<file path="src/rtl/tea_arbiter.sv">
// tea_arbiter: shares one TEA encrypt/decrypt core between two requesters.
// Requests are granted round-robin. A granted block is latched and issued to
// the core with a one-cycle start pulse. The result is captured on core_done
// and returned to the owning requester as a one-cycle response pulse.
// Optional macro TEA_ARB_TIMEOUT_EN bounds the wait for core_done to
// TIMEOUT_CYCLES. On expiry the arbiter returns a zeroed response with
// resp_err set.
//
// state | meaning
// IDLE  | waiting for a request; grants and latches operands on acceptance
// ISSUE | core_start pulse for the latched operation
// WAIT  | operands held stable until core_done (or timeout)
// RESP  | one-cycle response to the owner, ops_done increments
module tea_arbiter #(
  parameter int WORD_W         = 32,
  parameter int KEY_W          = 128,
  parameter int TIMEOUT_CYCLES = 256,
  parameter int OPS_W          = 16
) (
  input  logic                  clk,
  input  logic                  reset,
  input  logic [1:0]            req_valid,
  output logic [1:0]            req_ready,
  input  logic [1:0]            req_mode,
  input  logic [2*WORD_W-1:0]   req_v0,
  input  logic [2*WORD_W-1:0]   req_v1,
  input  logic [KEY_W-1:0]      key,
  output logic                  core_start,
  output logic                  core_mode,
  output logic [WORD_W-1:0]     core_v0,
  output logic [WORD_W-1:0]     core_v1,
  output logic [KEY_W-1:0]      core_key,
  input  logic                  core_done,
  input  logic [WORD_W-1:0]     core_v0_res,
  input  logic [WORD_W-1:0]     core_v1_res,
  output logic [1:0]            resp_valid,
  output logic [WORD_W-1:0]     resp_v0,
  output logic [WORD_W-1:0]     resp_v1,
  output logic                  resp_err,
  output logic                  busy,
  output logic [OPS_W-1:0]      ops_done
);

  typedef enum logic [1:0] {IDLE, ISSUE, WAIT, RESP} state_t;

  state_t state, state_nxt;
  logic   grant;       // owner of the operation in flight
  logic   last_grant;  // owner of the most recently completed operation
  logic   pick;        // requester chosen this cycle in IDLE
  logic   accept;
  logic   timeout_hit;

`ifdef TEA_ARB_TIMEOUT_EN
  localparam int TO_W = (TIMEOUT_CYCLES > 2) ? $clog2(TIMEOUT_CYCLES) : 1;
  logic [TO_W-1:0] wait_cnt;
  logic            err_q;

  // Count WAIT cycles; cleared while issuing so each operation starts at zero.
  always_ff @(posedge clk or negedge reset) begin
    if (!reset) begin
      wait_cnt <= '0;
    end else if (state == ISSUE) begin
      wait_cnt <= '0;
    end else if (state == WAIT) begin
      wait_cnt <= wait_cnt + TO_W'(1);
    end
  end

  // The last allowed WAIT cycle is the one where the count shows TIMEOUT_CYCLES-1.
  assign timeout_hit = (state == WAIT) && (wait_cnt == TO_W'(TIMEOUT_CYCLES - 1));
  assign resp_err    = (state == RESP) && err_q;
`else
  assign timeout_hit = 1'b0;
  assign resp_err    = 1'b0;
`endif

  // Round-robin choice: a lone requester wins, a tie goes away from last_grant.
  always_comb begin
    pick = 1'b0;
    if (req_valid == 2'b11) begin
      pick = ~last_grant;
    end else begin
      pick = req_valid[1];
    end
  end

  // Next-state and acceptance; acceptance is masked while reset is asserted.
  always_comb begin
    state_nxt = state;
    accept    = 1'b0;
    case (state)
      IDLE: begin
        if ((req_valid != 2'b00) && reset) begin
          accept    = 1'b1;
          state_nxt = ISSUE;
        end
      end
      ISSUE: state_nxt = WAIT;
      WAIT: begin
        if (core_done || timeout_hit) begin
          state_nxt = RESP;
        end
      end
      RESP: state_nxt = IDLE;
      default: state_nxt = IDLE;
    endcase
  end

  assign req_ready  = accept ? (pick ? 2'b10 : 2'b01) : 2'b00;
  assign core_start = (state == ISSUE);
  assign resp_valid = (state == RESP) ? (grant ? 2'b10 : 2'b01) : 2'b00;
  assign busy       = (state != IDLE);

  // State register, operand/result latches, round-robin history and op counter.
  always_ff @(posedge clk or negedge reset) begin
    if (!reset) begin
      state      <= IDLE;
      grant      <= 1'b0;
      last_grant <= 1'b1;
      core_mode  <= 1'b0;
      core_v0    <= '0;
      core_v1    <= '0;
      core_key   <= '0;
      resp_v0    <= '0;
      resp_v1    <= '0;
      ops_done   <= '0;
`ifdef TEA_ARB_TIMEOUT_EN
      err_q      <= 1'b0;
`endif
    end else begin
      state <= state_nxt;
      if (accept) begin
        grant     <= pick;
        core_mode <= pick ? req_mode[1] : req_mode[0];
        core_v0   <= pick ? req_v0[2*WORD_W-1:WORD_W] : req_v0[WORD_W-1:0];
        core_v1   <= pick ? req_v1[2*WORD_W-1:WORD_W] : req_v1[WORD_W-1:0];
        core_key  <= key;
      end
      if (state == WAIT) begin
        // core_done takes priority over a coincident timeout
        if (core_done) begin
          resp_v0 <= core_v0_res;
          resp_v1 <= core_v1_res;
`ifdef TEA_ARB_TIMEOUT_EN
          err_q   <= 1'b0;
`endif
        end else if (timeout_hit) begin
          resp_v0 <= '0;
          resp_v1 <= '0;
`ifdef TEA_ARB_TIMEOUT_EN
          err_q   <= 1'b1;
`endif
        end
      end
      if (state == RESP) begin
        ops_done   <= ops_done + OPS_W'(1);
        last_grant <= grant;
      end
    end
  end

endmodule

</file>
<file path="config.mk">
export PLATFORM = sky130hd
export DESIGN_NAME = tea_arbiter
export DESIGN_NICKNAME = d
export VERILOG_FILES = /design/src/rtl/tea_arbiter.sv
export SDC_FILE = /design/constraint.sdc
export NUM_CORES = 1
export LEC_CHECK = 0
export ABC_AREA = 1
export BUFFER_PORTS_ARGS = -buffer_cell sky130_fd_sc_hd__buf_2
export CORE_AREA = 2 2 234 236
export DETAILED_ROUTE_END_ITERATION = 10
export DIE_AREA = 0 0 236 238
export HOLD_SLACK_MARGIN = 0.08
export PLACE_DENSITY = 0.55
export RECOVER_POWER = 100
export SLEW_MARGIN = 20
export SYNTH_ARGS = -nofsm -noshare
export SYNTH_HDL_FRONTEND = slang
export SYNTH_SLANG_ARGS = --single-unit
export TNS_END_PERCENT = 50
</file>
<file path="constraint.sdc">
create_clock -name clk -period 4.1 [get_ports clk]
set_input_delay 0.205 -clock clk [delete_from_list [all_inputs] [get_ports clk]]
set_output_delay 0.205 -clock clk [all_outputs]
set_load 0.01 [all_outputs]
</file>
# Word-level counts from Yosys, hierarchy flattened
# Cells that the tools add are included.
classes:
  add_sub_neg: 1
  eq_ne: 6
  mux: 13
  bitwise: 1
  n_reduce_logical: 6
op_table:
  columns: ["operator", "count"]
  rows:
  - ["two-way mux 32 bit", 2]
  - ["adder 16 x 1 -> 16 bit, second input constant", 1]
  - ["two-way mux 2 bit", 6]
  - ["case mux 2 bit (4 select lines)", 1]
  - ["equality test 2 bit, second input constant", 3]
  - ["two-way mux 1 bit", 4]
  - ["inequality test 2 bit, second input constant", 2]
  - ["AND reduction 2 bit", 2]
  - ["nonzero test 2 bit", 2]
  - ["equality test 2 x 1 -> 1 bit, second input constant", 1]
  - ["logical NOT 2 bit", 1]
  - ["logical AND 1 bit", 1]
  - ["NOT 1 bit", 1]
word_totals:
  ff_bits: 277
  input_bits: 327
  out_inout_bits: 280
  wordCells: 37

# Longest topological paths before layout
# Gate-level depths: netlist of run 1.
logic_depth:
  ltp_word: 5
  ltp_mapped: 10
  mapped_depth_nobuf: 9

# Least setup slack after synthesis of run 1
# OpenSTA, ideal clock, no wires.
synth_path:
  kind: "register -> register"
  start: "reg state[0]"
  end: "reg resp_v0[0]"
  setup_time_ns: 0.125
  arrival_ns: 1.414
  required_ns: 3.975
  slack_ns: 2.561
  stages_incl_launch_ff: 6
  path_buffers: 1
  path_cell_list: "dfrtp_1 -> inv_1 -> ha_1 -> nand2_1 -> buf_2 -> mux2_2"
synth_via:
  elab_chain_cells: 2
synth_rtl:
  columns: ["element", "line", "rtl"]
  rows:
  - ["start: declaration", "46", "state_t state, state_nxt;"]
  - ["start signal: assignment", "131", "state <= state_nxt;"]
  - ["equality test 2 bit", "139", "if (state == WAIT) begin"]
  - ["AND reduction 2 bit (no line)", null, null]
  - ["end signal: assignment", "142", "resp_v0 <= core_v0_res;"]
  - ["end: declaration", "37", "output logic [WORD_W-1:0] resp_v0,"]
# No other way between the ends.
# A chain may end at the register's enable or synchronous reset.

# Worst setup path in the final report of run 1
layout_path:
  start: "in reset"
  end: "reg core_v1[31]"
layout_via:
  elab_chain_cells: 3
layout_rtl:
  columns: ["element", "line", "rtl"]
  rows:
  - ["start: declaration", "21", "input logic reset,"]
  - ["logical AND 1 bit", "93", "if ((req_valid != 2'b00) && reset) begin"]
  - ["two-way mux 1 bit", "93", null]
  - ["two-way mux 1 bit", "91", "case (state)"]
  - ["end signal: assignment", "136", "core_v1 <= pick ? req_v1[2*WORD_W-1:WORD_W] : req_v1[WORD_W-1:0];"]
  - ["end: declaration", "31", "output logic [WORD_W-1:0] core_v1,"]
# No other way between the ends.

==> results of run 1 <==
## routing by layer
layer	share of wire	GRT usage	up-vias
li1	-	-	5446
met1	0.39	0.157	5275
met2	0.49	0.231	467
met3	0.075	0.0338	104
met4	0.042	0.0602	0
met5	0	0	-
## worst reg2reg max path, delay by kind of cell, from the launching register on
kind          cells  cell delay (ns)
buf+inv           4             1.80
fa+ha+maj         1             0.24
flops             1             0.38
simple gates      3             0.70
## cells in the final DEF, fill, tap and decap left out, types with 3 or more instances in the layout
cell type / instances
nand2_1: 358
dlygate4sd3_1: 337
buf_2: 326
clkbuf_1: 286
dfrtp_1: 276
inv_1: 151
o21ai_0: 131
nand3_1: 73
mux2_2: 63
clkbuf_16: 31
nor2_1: 14
clkinv_2: 10
xor2_1: 7
clkbuf_8: 7
nand4_1: 5
ha_1: 5
nor3_1: 4
xnor2_1: 3
buf_4: 3
## per-stage QoR
step | power [mW] | setup WS (ns) | util
6_report | 11.9 | 0.901 | 0.353
5_1_grt | 12.7 | 0.506 | 0.353
4_1_cts | 12.3 | 0.928 | 0.360
3_5_place_dp | 8.82 | 1.43 | 0.279
3_3_place_gp | 8.73 | 1.57 | 0.279
2_1_floorplan | 6.77 | 2.56 | -
## power groups by stage
stage               registers (mW)  logic, mW  clock network [mW]
floorplan                     5.22       1.56                   0
global placement              4.66       4.07                   0
detailed placement            4.67       4.15                   0
CTS                           4.66       4.83                2.80
global route                  4.86       4.93                2.92
finish                        4.72       4.48                2.71
## how the worst min path moves through the flow
stage | from | end | cells past startpoint
after floorplan | reset | core_key[0] | 0
after global placement | reset | core_v1[18] | 1
after detailed placement | reset | core_v1[18] | 1
after CTS | req_valid[0] | grant | 4
after global routing | req_valid[0] | grant | 4
final | req_valid[0] | grant | 4
## final cells by class
type                       instances  area share
tap                              696      0.0461
clock buffer                      44      0.0474
clock inverter                    13     0.00510
antenna                            1    0.000133
multi-input combinational        670       0.179
timing repair buffer             950       0.324
sequential                       277       0.367
inverter                         152      0.0302
## registers in the layout, indices dropped and copies added (netlist names)
register,flops
core_key,128
last_grant,1
resp_v1,32
grant,1
core_v1,32
state,2
ops_done,16
core_v0,32
core_mode,1
resp_v0,32
## Yosys cell counts, types with 3 or more instances
library cell  instances
nand2_1             358
dfrtp_1             276
inv_1               151
o21ai_0             131
nand3_1              72
mux2_2               64
buf_2                34
clkbuf_1             17
nor2_1               14
xor2_1                7
buf_4                 6
ha_1                  5
nand4_1               5
nor3_1                4
xnor2_1               3
## cells by family (layout without fill, tap and decap cells)
logic type	Yosys count	count (layout)
and+or+nand+nor	457	457
xor gates and xnor gates	10	10
AOI/OAI and AO/OA	133	133
DFF	277	277
buffers and inverters	209	1159
adders and majority gates	5	5
muxes	64	64
other	1	2
==> impl_metrics.tcl, run 1 <==
set metrics [dict create \
    path_cells "dlygate4sd3_1 -> buf_8 -> nand3_1 -> nor2_4 -> buf_4 -> nand2_1 -> nand3_1 -> dlygate4sd3_1" \
    crit_cells 8 \
    setup_viol 0 \
    grt_pass1_vias 11771 \
    timing.final.hold_violations 0 \
    p_comb_frac 0.376 \
    final_area_sq_um 18900 \
    slew_viol_final 212 \
    gr-total-overflow 0 \
    fmaxAchievable_ghz 0.313 \
    grt_pass1_wl_um 61900 \
    yosysSeqAreaShare 0.621 \
    synth_edf_count 0 \
    p_leak_nw 9.34 \
    routedWlPerCell_um 14.0 \
    hold_slack_ns 0.127 \
    numPortBuffers 605 \
    clkSinkCount 277 \
    clkPwrFrac 0.227 \
    antenna_found_initial 0 \
    drive_gt1_frac 0.215 \
    start_util 0.209 \
    num_vias 11292 \
    drtAntennaViolNets 0 \
    rrSetupSlack_ns 0.92 \
    synth_cell_types 24 \
    clockBufferDepth 3 \
    multi_input_area_sq_um 3390 \
    drt_pre_antenna_iters 5 \
    clock_latency_ns 0.57 \
    cp-start-kind "input port" \
    finalClockSkew_ns 0.00479 \
    cts_made_buffers 31 \
    cp-endpoint "core_v1[31]" \
    die_area_sq_um 56200 \
    synth_fa_ha_area_frac 0.00560 \
    hold_buffers 337 \
    clk_pin_slew_ns 0.06 \
    drt_iter0_markers 491 \
    synthCells 1156 \
    crit_buf_inv 4 \
    synth_xor_area_frac 0.00784 \
    rsz0062_at_grt "no" \
    reg2reg_to "core_v0[12]" \
    fillers 5395 \
    grt_start_max_net_pins 255 \
    worstMarginPinSlew_ns 2.15 \
    cts-root-buf "clkbuf_16" \
    reg2reg_depth 8 \
    die_x_um 236 \
    dpl_cell_area_sq_um 14900 \
    hold_class "input port to flip-flop" \
    switchingPower_mw 4.34 \
    postSynthAreaPerCell_sq_um 9.66 \
    slowest_stage "nor2_4" \
    synth_top_area_frac 0.618 \
    status "finished, violations left" \
    fin_crit_ns 3.20 \
    yosys_warnings 0 \
    synth_nets 1488 \
    synth_top_family_by_area "simple AND/OR/NAND/NOR gates" \
    place_inst 2408 \
    max_stage_delay_ns 0.88 \
    area_growth_pct 69.0 \
    crit_fanout 71 \
    muxShareOfSynthArea 0.0645 \
    seq_area_sq_um 6930 \
    vdd_drop_max_v 0.000415 \
    synth.ff_latch_count 277 \
    slew_headroom -0.435 \
    wl_um 39300 \
    cts_setup_buffers 0 \
    routabilityCongestion 0.833 \
    final.setup.tns_ns 0 \
    synth_top_area_cell "dfrtp_1" \
    synth_area_sq_um 11200 \
    end_kind "flip-flop" \
    critPathRequiredTime_ns 4.60 \
    htreeDepth 1 \
    ys_async_sr_fraction 1.00 \
    p_seq_frac 0.396 \
    synth_compound_area_frac 0.0599 \
    startpoint "reset" \
    cts_tree "yes" \
    crit_type "input port to flip-flop" \
    period_share 0.780 \
    r2r_start "state[0]" \
    hpwl_um 26500 \
    sw_frac_of_total 0.364 \
    instances_no_fill 2803 \
    cap_violations 2 \
    yosys.area_share.simple 0.165 \
    synth_top_flop_cell "dfrtp_1" \
    die_h_um 238 \
    io_pins 607 \
    synth.area.top_cells "dfrtp_1, nand2_1, mux2_2, o21ai_0, inv_1" \
    critPathTopFamily "buffers and inverters" \
    via_per_inst 4.03 \
    core_sq_um 53500 \
    internal_power_mw 7.57 \
    grt.total_usage 0.134 \
    post_cts_resized 0 \
    row_count 85 \
    violations "max-capacitance violations, max-slew violations" \
    cp_data_arrival_time_ns 3.70 \
    final_nets 2414 \
    power_density_nw_per_um2 630 \
    drc 0 \
]
Power figures use the tool's default switching activity.
==> run 2, diff against run 1 <==
--- a/config.mk
+++ b/config.mk
@@ -5,13 +5,13 @@
 export SDC_FILE = /design/constraint.sdc
 export NUM_CORES = 1
 export LEC_CHECK = 0
-export ABC_AREA = 1
+export ABC_AREA = 0
 export BUFFER_PORTS_ARGS = -buffer_cell sky130_fd_sc_hd__buf_2
-export CORE_AREA = 2 2 234 236
+export CORE_AREA = 2 2 238 240
 export DETAILED_ROUTE_END_ITERATION = 10
-export DIE_AREA = 0 0 236 238
+export DIE_AREA = 0 0 240 242
 export HOLD_SLACK_MARGIN = 0.08
-export PLACE_DENSITY = 0.55
+export PLACE_DENSITY = 0.54
 export RECOVER_POWER = 100
 export SLEW_MARGIN = 20
 export SYNTH_ARGS = -nofsm -noshare
==> constraint.sdc (replaced) <==
create_clock -name clk -period 2.9 [get_ports clk]
set_input_delay 0.145 -clock clk [delete_from_list [all_inputs] [get_ports clk]]
set_output_delay 0.145 -clock clk [all_outputs]
set_load 0.01 [all_outputs]
==> impl_metrics.tcl, run 2 <==
set metrics [dict create \
    power_density_nw_per_um2 949 \
    cp-endpoint "core_v1[30]" \
    grt_start_max_net_pins 119 \
    r2r_start "state[0]" \
    synth_nets 1041 \
    path_cells "inv_1 -> ha_1 -> o211ai_1 -> buf_12 -> buf_4 -> a222oi_1 -> dlygate4sd3_1 -> inv_1" \
    p_leak_nw 8.40 \
    drive_gt1_frac 0.346 \
    core_sq_um 55700 \
    max_stage_delay_ns 0.62 \
    synth.area.top_cells "dfrtp_1, mux2_2, a222oi_1, inv_1, buf_6" \
    io_pins 607 \
    cp_data_arrival_time_ns 3.14 \
    routabilityCongestion 0.770 \
    post_cts_resized 0 \
    clock_latency_ns 0.57 \
    die_x_um 240 \
    cts-root-buf "clkbuf_16" \
    cts_made_buffers 31 \
    fin_crit_ns 2.67 \
    reg2reg_to "core_v1[30]" \
    final_nets 1977 \
    timing.final.hold_violations 0 \
    gr-total-overflow 0 \
    wl_um 39100 \
    die_area_sq_um 58100 \
    drc 0 \
    critPathTopFamily "buffers and inverters" \
    crit_type "flip-flop to flip-flop" \
    clk_pin_slew_ns 0.06 \
    synth_top_area_cell "dfrtp_1" \
    yosysSeqAreaShare 0.643 \
    yosys_warnings 0 \
    crit_cells 8 \
    setup_viol 0 \
    slew_viol_final 297 \
    row_count 87 \
    drt_iter0_markers 464 \
    violations "max-capacitance violations, max-slew violations" \
    finalClockSkew_ns 0.0117 \
    synth.most_common_cell "dfrtp_1" \
    worstMarginPinSlew_ns 1.70 \
    hpwl_um 25300 \
    hold_class "input port to flip-flop" \
    synthCells 709 \
    critPathRequiredTime_ns 3.36 \
    drt_pre_antenna_iters 9 \
    routedWlPerCell_um 16.2 \
    rrSetupSlack_ns 0.23 \
    postSynthAreaPerCell_sq_um 15.2 \
    cts_tree "yes" \
    synth_top_flop_cell "dfrtp_1" \
    synth.ff_latch_count 277 \
    reg2reg_depth 8 \
    drtAntennaViolNets 0 \
    synth_cell_types 29 \
    ys_async_sr_fraction 1.00 \
    largest_reg_flops 128 \
    num_vias 9696 \
    synth_top_area_frac 0.640 \
    period_share 0.922 \
    grt_pass1_wl_um 58600 \
    synth_edf_count 0 \
    startpoint "state[0]" \
    slew_headroom -0.134 \
    htreeDepth 1 \
    crit_path_frequent_cell "inv_1" \
    fin_util 0.331 \
    slowest_stage "dlygate4sd3_1" \
    rsz0062_at_grt "no" \
    start_util 0.194 \
    clockBufferDepth 3 \
    area_growth_pct 70.8 \
    numPortBuffers 605 \
    final.setup.tns_ns 0 \
    via_per_inst 4.00 \
    grt.total_usage 0.128 \
    cp-start-kind "flip-flop" \
    crit_fanout 37 \
    synth_area_sq_um 10800 \
    vdd_drop_max_v 0.000563 \
    end_kind "flip-flop" \
    fmaxAchievable_ghz 0.374 \
    regMostFlops "core_key" \
    status "finished, violations left" \
    grt_pass1_vias 10825 \
    antenna_found_initial 1 \
    clkSinkCount 277 \
    cap_violations 3 \
    crit_buf_inv 5 \
    final_common_cell "buf_2" \
    die_h_um 242 \
    final_cell_mix "buf_2, dlygate4sd3_1, clkbuf_1, dfrtp_1, mux2_2" \
    synth_commonest_cells "dfrtp_1, mux2_2, inv_1" \
]
[run 2: kinds of logic (layout without fill, tap and decap cells)]
group | after synthesis | after routing | share of synthesized area
simple gates | 30 | 30 | 0.0157
fa+ha+maj | 5 | 5 | 0.00580
xor+xnor | 15 | 15 | 0.0122
other cells | 1 | 2 | 0.000348
mux | 193 | 193 | 0.201
buf+inv | 114 | 1071 | 0.0561
compound gates | 74 | 74 | 0.0658
flops | 277 | 277 | 0.643
[run 2: worst min-delay path by stage]
stage	start	end	slack, ns	depth (start not counted)
floorplan	reset	core_key[0]	-0.15	0
global placement	reset	state[1]	-0.008	1
detailed placement	reset	resp_v0[12]	-0.005	1
CTS	req_valid[0]	state[0]	0.12	4
global route	req_valid[0]	state[0]	0.15	4
finish	req_valid[0]	state[0]	0.15	4
[run 2: repair_timing]
item / 4_1_cts / 5_1_grt
endpoints found under the setup margin: 0 / 3
setup buffers: 0 / 2
endpoints found under the hold margin: 502 / 0
hold buffers: 325 / 0
[run 2: layer usage]
layer,up-vias,part of all wire,global-route usage
met5,-,0,0
met3,77,0.074,0.0268
met4,0,0.039,0.0574
met1,4716,0.36,0.129
met2,486,0.53,0.247
li1,4417,-,-
[run 2: report_power, final]
group | total (mW) | switching (mW) | leakage (nW) | internal (mW)
clock network | 3.75 | 1.54 | 0.480 | 2.21
registers | 6.85 | 1.11 | 3.35 | 5.74
logic | 6.90 | 3.41 | 4.58 | 3.49
total | 17.5 | 6.06 | 8.40 | 11.4
[run 2: final cells by class]
class | instances | area [sq um]
Antenna cell | 1 | 2.50
Clock buffer | 46 | 902
Clock inverter | 8 | 71.3
Fill cell | 5634 | 37300
Inverter | 71 | 267
Multi-Input combinational cell | 318 | 3240
Sequential cell | 277 | 6930
Tap cell | 756 | 946
Timing Repair Buffer | 946 | 6070
[run 2: tightest hold or removal path: cells and delay by family]
family,cells,cell delay (ns)
compound gates,3,0.41
buf+inv,1,0.12
[run 2: stage by stage]
stage / std cells / area [sq um] / setup WS, ns / hold WS (ns) / total power, mW
floorplan: 709 / 10800 / 1.27 / -0.151 / 10.2
global placement: 2041 / 14700 / 0.812 / -0.00781 / 13.1
detailed placement: 2041 / 14700 / 0.730 / -0.00550 / 13.3
CTS: 2420 / 18900 / 0.215 / 0.118 / 18.1
global route: 2423 / 18400 / 0.0629 / 0.153 / 18.6
finish: 2423 / 18400 / 0.227 / 0.151 / 17.5
